File: src/rtl/uart_core_param.sv
// Full-duplex UART with a compile-time divider, data width, parity and stop-bit count.
// The TX and RX state machines are fully independent; RX uses mid-bit sampling after a 2-flop synchroniser.
module uart_core_param #(
    parameter int unsigned CLK_DIV    = 16,
    parameter int unsigned DATA_BITS  = 8,
    parameter int unsigned PARITY_EN  = 0,
    parameter int unsigned PARITY_ODD = 0,
    parameter int unsigned STOP_BITS  = 1
) (
    input  logic                 clk,
    input  logic                 reset,
    input  logic [DATA_BITS-1:0] i_tx_data,
    input  logic                 i_tx_ready,
    output logic                 o_tx_busy,
    output logic                 o_tx_data,
    input  logic                 i_rx_data,
    output logic [DATA_BITS-1:0] o_rx_data,
    output logic                 o_rx_valid,
    output logic                 o_rx_parity_err,
    output logic                 o_rx_frame_err
);

    localparam int unsigned CW = $clog2(CLK_DIV);
    localparam int unsigned BW = $clog2(DATA_BITS + 1);

    localparam logic [CW-1:0] CNT_LAST  = CW'(CLK_DIV - 1);
    localparam logic [CW-1:0] CNT_HALF  = CW'(CLK_DIV / 2 - 1);
    localparam logic [BW-1:0] BIT_LAST  = BW'(DATA_BITS - 1);
    localparam logic [BW-1:0] STOP_LAST = BW'(STOP_BITS - 1);
    localparam logic          PAR_EN    = (PARITY_EN != 0);
    localparam logic          PAR_ODD   = (PARITY_ODD != 0);

    // ------------------------------------------------------------------
    // Transmitter
    // ------------------------------------------------------------------
    typedef enum logic [2:0] {TxIdle, TxStart, TxData, TxParity, TxStop} tx_state_t;

    tx_state_t            tx_state;
    logic [CW-1:0]        tx_cnt;
    logic [BW-1:0]        tx_bit;
    logic [DATA_BITS-1:0] tx_shift;
    logic                 tx_par;
    logic                 tx_tick;

    assign tx_tick = (tx_cnt == CNT_LAST);

    always_ff @(posedge clk or posedge reset) begin
        if (reset) begin
            tx_state  <= TxIdle;
            tx_cnt    <= '0;
            tx_bit    <= '0;
            tx_shift  <= '0;
            tx_par    <= 1'b0;
            o_tx_data <= 1'b1;
            o_tx_busy <= 1'b0;
        end else begin
            if (tx_state != TxIdle) begin
                tx_cnt <= tx_tick ? '0 : tx_cnt + 1'b1;
            end
            case (tx_state)
                TxIdle: begin
                    if (i_tx_ready) begin
                        tx_shift  <= i_tx_data;
                        tx_par    <= (^i_tx_data) ^ PAR_ODD;
                        tx_cnt    <= '0;
                        tx_bit    <= '0;
                        o_tx_data <= 1'b0;
                        o_tx_busy <= 1'b1;
                        tx_state  <= TxStart;
                    end
                end
                TxStart: begin
                    if (tx_tick) begin
                        o_tx_data <= tx_shift[0];
                        tx_state  <= TxData;
                    end
                end
                TxData: begin
                    if (tx_tick) begin
                        if (tx_bit == BIT_LAST) begin
                            tx_bit <= '0;
                            if (PAR_EN) begin
                                o_tx_data <= tx_par;
                                tx_state  <= TxParity;
                            end else begin
                                o_tx_data <= 1'b1;
                                tx_state  <= TxStop;
                            end
                        end else begin
                            tx_bit    <= tx_bit + 1'b1;
                            tx_shift  <= tx_shift >> 1;
                            o_tx_data <= tx_shift[1];
                        end
                    end
                end
                TxParity: begin
                    if (tx_tick) begin
                        o_tx_data <= 1'b1;
                        tx_state  <= TxStop;
                    end
                end
                TxStop: begin
                    // tx_bit is reused here to count stop-bit periods
                    if (tx_tick) begin
                        if (tx_bit == STOP_LAST) begin
                            tx_bit    <= '0;
                            o_tx_busy <= 1'b0;
                            tx_state  <= TxIdle;
                        end else begin
                            tx_bit <= tx_bit + 1'b1;
                        end
                    end
                end
                default: begin
                    o_tx_data <= 1'b1;
                    o_tx_busy <= 1'b0;
                    tx_state  <= TxIdle;
                end
            endcase
        end
    end

    // ------------------------------------------------------------------
    // Receiver
    // ------------------------------------------------------------------
    logic rx_meta;
    logic rx_s;

    always_ff @(posedge clk or posedge reset) begin
        if (reset) begin
            rx_meta <= 1'b1;
            rx_s    <= 1'b1;
        end else begin
            rx_meta <= i_rx_data;
            rx_s    <= rx_meta;
        end
    end

    typedef enum logic [2:0] {RxIdle, RxStart, RxData, RxParity, RxStop, RxBreak} rx_state_t;

    rx_state_t            rx_state;
    logic [CW-1:0]        rx_cnt;
    logic [BW-1:0]        rx_bit;
    logic [DATA_BITS-1:0] rx_shift;
    logic                 rx_par;
    logic                 rx_perr;
    logic                 rx_tick;
    logic                 rx_half;

    assign rx_tick = (rx_cnt == CNT_LAST);
    assign rx_half = (rx_cnt == CNT_HALF);

    always_ff @(posedge clk or posedge reset) begin
        if (reset) begin
            rx_state        <= RxIdle;
            rx_cnt          <= '0;
            rx_bit          <= '0;
            rx_shift        <= '0;
            rx_par          <= 1'b0;
            rx_perr         <= 1'b0;
            o_rx_data       <= '0;
            o_rx_valid      <= 1'b0;
            o_rx_parity_err <= 1'b0;
            o_rx_frame_err  <= 1'b0;
        end else begin
            o_rx_valid <= 1'b0;
            case (rx_state)
                RxIdle: begin
                    rx_cnt <= '0;
                    if (!rx_s) begin
                        rx_state <= RxStart;
                    end
                end
                RxStart: begin
                    // Half a bit in: a line already back high was only a glitch
                    if (rx_half) begin
                        rx_cnt <= '0;
                        if (rx_s) begin
                            rx_state <= RxIdle;
                        end else begin
                            rx_bit   <= '0;
                            rx_par   <= 1'b0;
                            rx_state <= RxData;
                        end
                    end else begin
                        rx_cnt <= rx_cnt + 1'b1;
                    end
                end
                RxData: begin
                    if (rx_tick) begin
                        rx_cnt   <= '0;
                        rx_shift <= {rx_s, rx_shift[DATA_BITS-1:1]};
                        rx_par   <= rx_par ^ rx_s;
                        if (rx_bit == BIT_LAST) begin
                            rx_bit   <= '0;
                            rx_perr  <= 1'b0;
                            rx_state <= PAR_EN ? RxParity : RxStop;
                        end else begin
                            rx_bit <= rx_bit + 1'b1;
                        end
                    end else begin
                        rx_cnt <= rx_cnt + 1'b1;
                    end
                end
                RxParity: begin
                    if (rx_tick) begin
                        rx_cnt   <= '0;
                        rx_perr  <= rx_s ^ rx_par ^ PAR_ODD;
                        rx_state <= RxStop;
                    end else begin
                        rx_cnt <= rx_cnt + 1'b1;
                    end
                end
                RxStop: begin
                    if (rx_tick) begin
                        rx_cnt          <= '0;
                        o_rx_data       <= rx_shift;
                        o_rx_parity_err <= rx_perr;
                        o_rx_frame_err  <= ~rx_s;
                        o_rx_valid      <= 1'b1;
                        rx_state        <= rx_s ? RxIdle : RxBreak;
                    end else begin
                        rx_cnt <= rx_cnt + 1'b1;
                    end
                end
                RxBreak: begin
                    rx_cnt <= '0;
                    if (rx_s) begin
                        rx_state <= RxIdle;
                    end
                end
                default: begin
                    rx_cnt   <= '0;
                    rx_state <= RxIdle;
                end
            endcase
        end
    end

endmodule

File: config.mk
export PLATFORM = sky130hd
export DESIGN_NAME = uart_core_param
export DESIGN_NICKNAME = d
export VERILOG_FILES = /design/src/rtl/uart_core_param.sv
export SDC_FILE = /design/constraint.sdc
export NUM_CORES = 1
export LEC_CHECK = 0
export BUFFER_PORTS_ARGS = -buffer_cell sky130_fd_sc_hd__buf_2
export CORE_UTILIZATION = 55
export DETAILED_ROUTE_END_ITERATION = 12
export GPL_ROUTABILITY_DRIVEN = 1
export PLACE_DENSITY_LB_ADDON = 0.2
export SLEW_MARGIN = 15
export SYNTH_ARGS = -nofsm -noshare
export SYNTH_HDL_FRONTEND = slang
export SYNTH_SLANG_ARGS = --single-unit
File: constraint.sdc
create_clock -name clk -period 2.4 [get_ports clk]
set_input_delay 0.48 -clock clk [delete_from_list [all_inputs] [get_ports clk]]
set_output_delay 0.48 -clock clk [all_outputs]
set_load 0.005 [all_outputs]
# Word-level counts from Yosys, hierarchy flattened
# Index checks and enable logic that the tools add are counted.
# word_totals
inputBits	12
register_bits	55
word_cells	135
out_inout_bits	13
# classes
n_addsub	4
muxes	59
eq_ne	30
reduce_logical	20
n_bitwise	4
# op_table
operator	n
$mux W4	15
$mux W3	15
$ne A2 B2 Y1 const B	16
$mux W8	3
$reduce_and A4 Y1	5
$pmux W3 S6	1
$add A4 B1 Y4 const B	4
$pmux W4 S2	2
$pmux W8 S2	1
$mux W1	15
$pmux W3 S5	1
$reduce_and A7 Y1	2
$eq A3 B2 Y1 const B	4
$eq A4 B3 Y1 const B	3
$pmux W4 S3	1
$eq A3 B3 Y1 const B	3
$eq A4 B4 Y1 const B	2
$eq A3 B1 Y1 const B	2
$logic_not A3 Y1	2
$reduce_bool A2 Y1	3
$reduce_bool A3 Y1	2
$reduce_or A3 Y1	2
$pmux W1 S5	1
$reduce_and A5 Y1	1
other kinds (7)	11

# Longest topological paths before layout
# Gate-level depths: netlist of the first run.
# logic_depth
word_depth	5
mapped_depth	7
mapped_depth_nobuf	6

# Least setup slack after synthesis of the first run
# No wires, ideal clock.
# synth_timing
path_kind	reg2reg
startpoint	register rx_cnt[0]
endpoint	register o_rx_data[0]
period_less_slack_ps	1732
slack_ps	668
path_stages_with_launch	7
arrival_time_ps	1608
n_path_buf	2
setup_time_ps	125
t_required_ps	2275
cell_sequence	dfrtp_1 -> ha_1 -> and3_1 -> buf_2 -> nand3_1 -> buf_2 -> mux2_2
# synth_between
elab_chain_len	2
# synth_lines
item	line_no	text
start, declared	142	logic [CW-1:0] rx_cnt;
start signal, assigned	186	rx_cnt <= rx_cnt + 1'b1;
start signal, assigned	202	rx_cnt <= rx_cnt + 1'b1;
start signal, assigned	211	rx_cnt <= rx_cnt + 1'b1;
$eq A4 B4 Y1	150	assign rx_tick = (rx_cnt == CNT_LAST);
$reduce_and A2 Y1 (no line)	n/a	
end signal, assigned	217	o_rx_data <= rx_shift;
end, declared	17	output logic [DATA_BITS-1:0] o_rx_data,
# No other way between the ends.
# A chain may end at the register's enable or synchronous reset.

# Final worst setup path of the first run
# layout_timing
startpoint	register rx_cnt[0]
endpoint	register o_rx_data[2]
# Same word-level chain as after synthesis.

==> results by group, run 1 <==
Run status
  – Status: finished clean

Global route
  – Wire length of the first global-routing pass: 7.983 mm
  – Initial antenna violation count: 0
  – Vias in the first global route: 1749
  – Largest net degree at the start of global routing: 56
  – Total gr overflow: 0
  – Total Routing Usage GR: 19.80%

Synth
  – Syn Nets: 271
  – Cell Area, Synth: 2663 um2
  – Predominant post-synthesis flop cell: dfrtp_1
  – Sequential area share after synthesis: 51.83%
  – Number of synthesized flops with an enable pin: 0
  – Yosys top cell area share: 48.87%
  – Asr flop ratio synth: 100.0%
  – Post-synthesis cell count: 254
  – Synth Area in XOR/XNOR: 1.645%
  – Main combinational cell family by area after synthesis: simple AND/OR/NAND/NOR gates
  – Yosys synthesis warning count: 0
  – Seq cells post-synth: 55
  – Complex-gate fraction of the synthesized area: 11.42%
  – Leading area contributor after synthesis: dfrtp_1
  – Ranking of synthesized cells by area: dfrtp_1, mux2_2, nand2_1
  – Synth Area per Inst: 10.48 um2
  – Mux share of post-synthesis cell area: 9.680%
  – Post-synthesis adder-cell area fraction: 2.350%
  – Cell variety after synth: 46
  – Synth Area in Simple Gates: 19.45%

Layout
  – Final net count: 294
  – Synthesis-to-layout area growth: 9.304%
  – Most common cell after layout, fill and taps aside: dfrtp_1
  – Fraction of layout cells with a size suffix above 1: 24.10%
  – Commonest non-fill, non-tap cells in the layout: dfrtp_1, nand2_1, buf_2
  – Inserted Diodes: 0
  – FF/Latch Area: 1380 um2
  – Footprint of the multi-input gates: 1186 um2
  – Layout fillers: 363

Setup path
  – Reg2reg start: rx_cnt[0]$_DFF_PP0_
  – Crit path required time: 2.59 ns
  – Kind of cell adding the most delay to the critical path: simple AND/OR/NAND/NOR gates
  – Crit path DAT: 2.13 ns
  – Critical Path Max Stage Delay: 0.47 ns
  – FF-to-FF setup slack: 0.46 ns
  – CP Buf/Inv Count: 0
  – Slowest CP cell: nand3_1
  – Worst Setup End Kind: flip-flop
  – CP startpoint: rx_cnt[0]$_DFF_PP0_
  – Crit path max fanout: 13
  – CP startpoint kind: flip-flop
  – Worst path cell trace: ha_1 -> and3_1 -> nand3_1 -> mux2_2
  – WS Path Type: flip-flop to flip-flop

Floorplanning
  – Initial Utilization: 59.11%
  – Die ar.: 5123 um2
  – Top Ports: 25
  – Core ar.: 4504 um2
  – Die height: 71.58 um
  – Die Wd: 71.58 um
  – Cell Rows: 24

Power and ir drop
  – P_leak: 1.392 nW
  – Worst vdd ir: 0.4235 mV
  – Cell area power density: 946.5 nW/um2

Clock network
  – CTS Buf Count: 5
  – Clock slew at reported path FFs: 0.09 ns
  – CTS Buffer Depth: 2
  – CTS Hold Bufs: 0
  – Number of setup buffers added after CTS: 0
  – CTS HTree Levels: 2
  – CTS resizes: 0
  – TritonCTS clock tree: done
  – Root buffer cell: clkbuf_8
  – TritonCTS Sinks: 55
  – Clk_lat worst skew: 0.30 ns

Timing
  – Worst slew margin: 55.65%
  – Setup violations, final: 0
  – Tcrit/Tclk final: 80.87%
  – Setup Skew: 0.005565 ns
  – Final slew viol count: 0
  – Setup TNS: 0 ns
  – Min Tclk post-route: 1.941 ns
  – Fmax: 0.5152 GHz
  – Hold Vio Cnt, Final: 0
  – Least-Margin Pin Slew: 0.6653 ns
  – Hold Slack: 0.2716 ns
  – RSZ-0062 raised after global routing: false

Route
  – Vias per inst: 5.652
  – Final wirelength: 4.482 mm
  – DRC viols: 0
  – Antenna-violating nets left: 0
  – 1st-iter DRT viols: 109
  – First-pass iteration count of the detailed router: 5
  – Wire length per cell: 13.58 um
  – DR vias: 1865

Min path
  – Worst Min Path Start: i_rx_data
  – Worst Hold Class: input port to flip-flop

Placed design
  – Gpl congestion: 0.7863
  – Detailed Place HPWL: 3.050 mm
  – I/O Buffers: 24

Flow run
  – Max Cap Violations: 0
registers in the layout, indices dropped and copies added, names as in the netlist, 3 cells and up:
register,cells
o_rx_data,8
rx_shift,8
tx_shift,8
rx_bit,4
rx_cnt,4
tx_bit,4
tx_cnt,4
rx_state,3
tx_state,3
path summary, 6_finish.rpt:
path                                       endpoint  depth (start not counted)
max                        o_rx_data[2]$_DFFE_PP0P_                          4
min in group asynchronous     rx_bit[1]$_DFFE_PP0P_                          3
max reg2reg                o_rx_data[2]$_DFFE_PP0P_                          4
min reg2reg                          rx_s$_DFF_PP1_                          0
min                               rx_meta$_DFF_PP1_                          1
max in group asynchronous  o_rx_data[5]$_DFFE_PP0P_                          3
logic make-up (layout without fill, tap and decap cells):
| group | Yosys count | count (layout) |
|---|---|---|
| compound gates | 47 | 47 |
| xor+xnor | 5 | 5 |
| fa+ha+maj | 5 | 5 |
| buf+inv | 19 | 43 |
| flops | 55 | 55 |
| mux | 23 | 23 |
| simple gates | 100 | 100 |
metrics by stage:
stage | area (um2) | setup slack, ns | instances | utilization [%] | total power, mW
after floorplan | 2663 | 0.5820 | 254 | - | 2.036
after global placement | 2804 | 0.4510 | 322 | 62.25 | 2.157
after detailed placement | 2804 | 0.4487 | 322 | 62.25 | 2.177
after CTS | 2910 | 0.4333 | 330 | 64.61 | 2.775
after global routing | 2910 | 0.2866 | 330 | 64.61 | 2.975
final | 2910 | 0.4591 | 330 | 64.61 | 2.755
per-layer routing:
metal	vias up	share of wire (%)	GRT usage, %
met5	-	0	0
met3	5	3.1	4.501
li1	934	-	-
met1	897	53	29.84
met2	29	43	29.84
met4	0	0.80	3.922
final cells by class:
type,count,share of cell area (%)
Clock buffer,7,2.623
Multi-Input combinational cell,180,40.76
Timing Repair Buffer,27,4.901
Tap cell,52,2.236
Clock inverter,1,1.032
Sequential cell,55,47.42
Inverter,8,1.032
power breakdown:
group          total [mW]  internal, mW  switching (mW)
combinational       0.729         0.368           0.362
clock               0.593         0.312           0.281
sequential           1.43          1.17           0.258
cells in the mapped netlist, types with 3 or more instances:
cell type and instances:
a21oi_1 4, a31oi_1 5, and2_1 4, and3b_1 4
buf_2 5, clkbuf_1 3, dfrtp_1 52, dfstp_2 3
ha_1 5, inv_1 8, mux2_2 22, nand2_1 46
nand3_1 11, nand3b_1 3, nor2_1 14, nor4b_1 3
o21ai_0 21, xor2_1 4
Note: power is estimated with default switching activity, not from simulation.
==> inputs of run 2 (changes only) <==
==> constraint.sdc (replaced) <==
create_clock -name clk -period 1.8 [get_ports clk]
set_input_delay 0.36 -clock clk [delete_from_list [all_inputs] [get_ports clk]]
set_output_delay 0.36 -clock clk [all_outputs]
set_load 0.005 [all_outputs]
==> run 2 against run 1 <==
Cell area increased by 5.5%. Setup slack worse by 0.36 ns. Register-to-register slack got worse by 0.36 ns. Via count rose by 2.2%. Die area unchanged. Non-clock buffer count is 18 higher. Maximum frequency grew 14%. Clock skew down 0.0012 ns. Total power is 35% higher. Critical path depth grew 1. Critical path type unchanged. Largest cell class unchanged.
==> results by group, run 2 (synthesis results as in run 1) <==
Setup path
  – Worst Reg-to-Reg Cells: 5
  – Kind of cell adding the most delay to the critical path: flip-flops
  – Slowest CP cell: dfrtp_1
  – CP startpoint kind: flip-flop
  – WS Path Type: flip-flop to flip-flop
  – Critical Path Max Stage Delay: 0.44 ns
  – CP Buf/Inv Count: 1
  – Worst Setup End Kind: flip-flop
  – Crit path DAT: 1.90 ns
  – Worst path cell trace: nor3b_2 -> buf_12 -> a21oi_2 -> a21oi_4 -> mux2_2
  – Crit path max fanout: 11
  – CP Depth: 5
  – Crit path required time: 2.00 ns

Floorplanning
  – Cell Rows: 24
  – Initial Utilization: 59.11%
  – Die ar.: 5123 um2
  – Die height: 71.58 um
  – Die Wd: 71.58 um
  – Core ar.: 4504 um2
  – Top Ports: 25

Timing
  – Final slew viol count: 0
  – Tcrit/Tclk final: 94.62%
  – Setup TNS: 0 ns
  – Min Tclk post-route: 1.703 ns
  – Hold Vio Cnt, Final: 0
  – Setup violations, final: 0
  – Fmax: 0.5872 GHz
  – Least-Margin Pin Slew: 0.4294 ns
  – Worst slew margin: 71.16%
  – RSZ-0062 raised after global routing: false
  – Hold Slack: 0.1419 ns
  – Setup Skew: 0.004340 ns

Global route
  – Wire length of the first global-routing pass: 8.031 mm
  – Largest net degree at the start of global routing: 46
  – Total gr overflow: 0
  – Vias in the first global route: 1752
  – Total Routing Usage GR: 20.09%
  – Initial antenna violation count: 0

Layout
  – Largest regs: o_rx_data: 8 flops, rx_shift: 8 flops, tx_shift: 8 flops
  – Fraction of layout cells with a size suffix above 1: 29.05%
  – Commonest non-fill, non-tap cells in the layout: dfrtp_1, nand2_1, buf_2
  – Synthesis-to-layout area growth: 15.37%
  – Final net count: 312
  – Most common cell after layout, fill and taps aside: dfrtp_1
  – Fin area: 3072 um2
  – Inserted Diodes: 0
  – Final core occ: 68.19%

Run status
  – Status: finished clean

Clock network
  – TritonCTS clock tree: done
  – Clk_lat worst skew: 0.31 ns
  – CTS HTree Levels: 2
  – Number of setup buffers added after CTS: 0
  – CTS Buffer Depth: 2
  – TritonCTS Sinks: 55
  – Clock slew at reported path FFs: 0.09 ns
  – Root buffer cell: clkbuf_8
  – CTS Buf Count: 5

Route
  – DRC viols: 0
  – Wire length per cell: 13.18 um
  – Final wirelength: 4.586 mm
  – Antenna-violating nets left: 0
  – Vias per inst: 5.477
  – DR vias: 1906
  – First-pass iteration count of the detailed router: 4
  – 1st-iter DRT viols: 80

Placed design
  – Detailed Place HPWL: 3.241 mm
  – Gpl congestion: 0.8214
  – I/O Buffers: 24
  – Dpl cell area: 2969 um2

Min path
  – Worst Hold Class: input port to flip-flop
  – Hold depth: 1

Flow run
  – Max Cap Violations: 0

Power and ir drop
  – Tot Pwr: 3.718 mW
  – Cell area power density: 1210 nW/um2
  – P_leak: 1.488 nW
  – Worst vdd ir: 0.8108 mV
run 2: worst reg2reg max path, cell delays in order (launching register included):
cell and delay [ns]:
dfrtp_1 0.44, nor3b_2 0.28, buf_12 0.18, a21oi_2 0.07, a21oi_4 0.26, mux2_2 0.37
run 2: routing by layer:
metal | routed length (um) | track usage [%] | part of all wire [%] | up-vias
met5 | 0 | 0 | 0 | -
met4 | 59 | 6.100 | 1.3 | 0
met3 | 167 | 5.063 | 3.6 | 6
met2 | 1964 | 29.31 | 43 | 31
met1 | 2394 | 29.90 | 52 | 896
li1 | - | - | - | 973
run 2: final cells by class:
cell class / count / area [um2]
Inverter: 8 / 30.03
Fill cell: 349 / 1433
Clock buffer: 6 / 72.57
Sequential cell: 55 / 1380
Multi-Input combinational cell: 180 / 1190
Tap cell: 52 / 65.06
Clock inverter: 2 / 16.27
Timing Repair Buffer: 45 / 317.8
run 2: what timing repair did:
| action | 4_1_cts | 5_1_grt |
|---|---|---|
| hold buffers | 1 | 0 |
| gates resized for setup | 0 | 2 |
| endpoints found under the hold margin | 8 | 0 |
| endpoints found under the setup margin | 0 | 2 |
run 2: final timing paths:
| check | from | to | slack, ns |
|---|---|---|---|
| min in group asynchronous | reset | o_rx_data[6]$_DFFE_PP0P_ | 0.54 |
| hold / removal | i_rx_data | rx_meta$_DFF_PP1_ | 0.14 |
| setup / recovery | tx_state[0]$_DFFE_PP0P_ | tx_shift[3]$_DFFE_PP0P_ | 0.1 |
| hold reg to reg | rx_meta$_DFF_PP1_ | rx_s$_DFF_PP1_ | 0.36 |
| setup reg to reg | tx_state[0]$_DFFE_PP0P_ | tx_shift[3]$_DFFE_PP0P_ | 0.1 |
| max in group asynchronous | reset | o_tx_data$_DFFE_PP1P_ | 0.70 |
run 2: through the flow:
step           setup WS [ns]  cells
2_1_floorplan        0.06765    254
3_3_place_gp          0.1026    339
3_5_place_dp         0.06069    339
4_1_cts              0.04898    348
5_1_grt              0.02509    348
6_report             0.09690    348
run 2: report_power, final:
part           internal [mW]  switching, mW  leakage [nW]  total (mW)
Clock                  0.280          0.390        0.0418       0.670
Sequential              1.57          0.303         0.704        1.87
Combinational          0.619          0.560         0.742        1.18
==> inputs of run 3 (changes only) <==
--- a/config.mk
+++ b/config.mk
@@ -5,8 +5,9 @@
 export SDC_FILE = /design/constraint.sdc
 export NUM_CORES = 1
 export LEC_CHECK = 0
-export BUFFER_PORTS_ARGS = -buffer_cell sky130_fd_sc_hd__buf_2
-export CORE_UTILIZATION = 55
+export ABC_CLOCK_PERIOD_IN_PS = 1800
+export BUFFER_PORTS_ARGS = -buffer_cell sky130_fd_sc_hd__buf_4
+export CORE_UTILIZATION = 30
 export DETAILED_ROUTE_END_ITERATION = 12
 export GPL_ROUTABILITY_DRIVEN = 1
 export PLACE_DENSITY_LB_ADDON = 0.2
==> run 3 against run 2 <==
Cell count grew 16%. Cell area grew 4.5%. Via count is essentially flat. Wire length grew 11%. Sequential power is essentially flat. Die area grew 81%. Clock skew grew 0.0052 ns. Utilization shrank 31 points. Flip-flop and latch count is the same. Global-route usage shrank 8.1 points. Sequential share of layout area shrank 1.9 points. Maximum frequency shrank 0.31%. Largest power group unchanged. Highest routed layer unchanged.
==> results by group, run 3 (synthesis results as in run 1) <==
Run status
  – Status: finished clean

Power and ir drop
  – Clock power share: 21.7%
  – Sequential share of power: 48.1%
  – Cell area power density: 1207 nW/um2
  – Worst vdd ir: 0.3711 mV
  – Tot Pwr: 3.875 mW
  – Net Sw Power: 1.281 mW
  – P_leak: 1.502 nW
  – Sw frac: 33.06%
  – Combinational Power Share: 30.2%
  – Cell internal pwr: 2.594 mW

Route
  – Met1 wire length: 2.483 mm
  – Vias per inst: 4.732
  – Max Used Layer: met4
  – Met3 wire length: 120 um
  – Antenna-violating nets left: 0
  – DR vias: 1907
  – Met2 Wirelength: 2.462 mm
  – Final wirelength: 5.101 mm
  – First-pass iteration count of the detailed router: 4
  – 1st-iter DRT viols: 62
  – DRC viols: 0
  – Wire length per cell: 12.66 um

Layout
  – Final core occ: 37.18%
  – Layout fillers: 861
  – Inserted Diodes: 0
  – Most common cell after layout, fill and taps aside: dfrtp_1
  – Synthesis-to-layout area growth: 20.58%
  – Largest regs: o_rx_data: 8 flops, rx_shift: 8 flops, tx_shift: 8 flops
  – Fraction of layout cells with a size suffix above 1: 29.49%
  – Final net count: 311
  – Post-route insts no fill: 403
  – Commonest non-fill, non-tap cells in the layout: dfrtp_1, nand2_1, buf_4

Clock network
  – Clock slew at reported path FFs: 0.10 ns
  – CTS Buffer Depth: 2
  – CTS HTree Levels: 2
  – Root buffer cell: clkbuf_8
  – CTS Buf Count: 5
  – TritonCTS Sinks: 55
  – TritonCTS clock tree: done
  – Clk_lat worst skew: 0.31 ns

Setup path
  – Worst Setup End Kind: flip-flop
  – Crit path DAT: 1.95 ns
  – WS Path Type: flip-flop to flip-flop
  – Worst path cell trace: nor4b_4 -> buf_4 -> a21oi_2 -> or4b_1 -> nand3_1
  – CP startpoint kind: flip-flop
  – Crit path max fanout: 8
  – Critical Path Max Stage Delay: 0.48 ns
  – CP Buf/Inv Count: 1
  – Slowest CP cell: or4b_1
  – Kind of cell adding the most delay to the critical path: simple AND/OR/NAND/NOR gates
  – Crit path required time: 2.04 ns

Timing
  – Final slew viol count: 0
  – Worst slew margin: 68.64%
  – Hold Vio Cnt, Final: 0
  – Setup TNS: 0 ns
  – RSZ-0062 raised after global routing: false
  – Hold Slack: 0.1550 ns
  – Setup Skew: 0.009560 ns
  – Tcrit/Tclk final: 94.91%
  – Setup violations, final: 0
  – Min Tclk post-route: 1.708 ns
  – Least-Margin Pin Slew: 0.4669 ns
  – Fmax: 0.5853 GHz

Floorplanning
  – Top Ports: 25
  – Die height: 96.21 um
  – Cell Rows: 34
  – Die Wd: 96.21 um
  – Core ar.: 8636 um2
  – Die ar.: 9256 um2
  – Initial Utilization: 30.83%

Placed design
  – Detailed Place HPWL: 3.678 mm
  – Gpl congestion: 0.7515
  – Placed cell count: 393
  – I/O Buffers: 24

Global route
  – Initial antenna violation count: 0
  – Largest net degree at the start of global routing: 29
  – Total gr overflow: 0
  – Wire length of the first global-routing pass: 8.845 mm
  – Vias in the first global route: 1927
  – Total Routing Usage GR: 12.03%

Flow run
  – Max Cap Violations: 0

Min path
  – Worst Hold Class: input port to flip-flop
==> run 3: cell types whose count changed in the layout (fill, tap and decap cells not counted), sizes merged <==
cell	previous run	this run
buf	44	43
bufinv	0	1
clkbuf	6	5
==> run 3: final cells by class <==
class | count | area (um2) | share of cell area (%)
well taps | 108 | 135.1 | 4.209
flip-flops and latches | 55 | 1380 | 42.99
multi-input cells | 180 | 1192 | 37.14
repair buffers | 44 | 357.8 | 11.15
clock buffers | 5 | 68.82 | 2.143
clock inverters | 3 | 46.29 | 1.442
inverters | 8 | 30.03 | 0.9353
==> run 3: what timing repair did <==
item,in CTS,in global routing
pin swaps,0,1
setup endpoints to repair,1,9
gates resized for setup,0,3
hold buffers,1,0
hold endpoints to repair,4,0
buffers inserted,1,0
==> run 3: layer usage <==
| metal | up-vias | GRT usage [%] |
|---|---|---|
| li1 | 968 | - |
| met1 | 915 | 15.36 |
| met2 | 19 | 20.86 |
| met3 | 5 | 2.449 |
| met4 | 0 | 2.612 |
| met5 | - | 0 |
==> run 3: power by group through the flow <==
stage,combinational [mW],clock (mW),sequential [mW]
finish,1.17,0.841,1.86
global route,1.36,0.927,1.92
CTS,1.18,0.886,1.86
detailed placement,1.17,0,1.89
global placement,1.14,0,1.88
floorplan,0.924,0,1.79
==> run 3: final timing paths <==
path	start	to	slack (ns)	cells past startpoint
setup / recovery	tx_state[2]$_DFFE_PP0P_	tx_bit[3]$_DFFE_PP0P_	0.09	5
hold / removal	i_rx_data	rx_meta$_DFF_PP1_	0.15	1
setup reg to reg	tx_state[2]$_DFFE_PP0P_	tx_bit[3]$_DFFE_PP0P_	0.09	5
hold reg to reg	rx_meta$_DFF_PP1_	rx_s$_DFF_PP1_	0.36	0
max in group asynchronous	reset	tx_bit[2]$_DFFE_PP0P_	0.71	4
min in group asynchronous	reset	tx_state[0]$_DFFE_PP0P_	0.55	3
==> run 3: through the flow <==
step                      worst slack, ns  cell area [um2]
after floorplan                   0.06765             2663
after global placement            0.09010             3072
after detailed placement          0.01210             3072
after CTS                         0.01954             3204
after global routing             0.005269             3211
final                             0.09161             3211
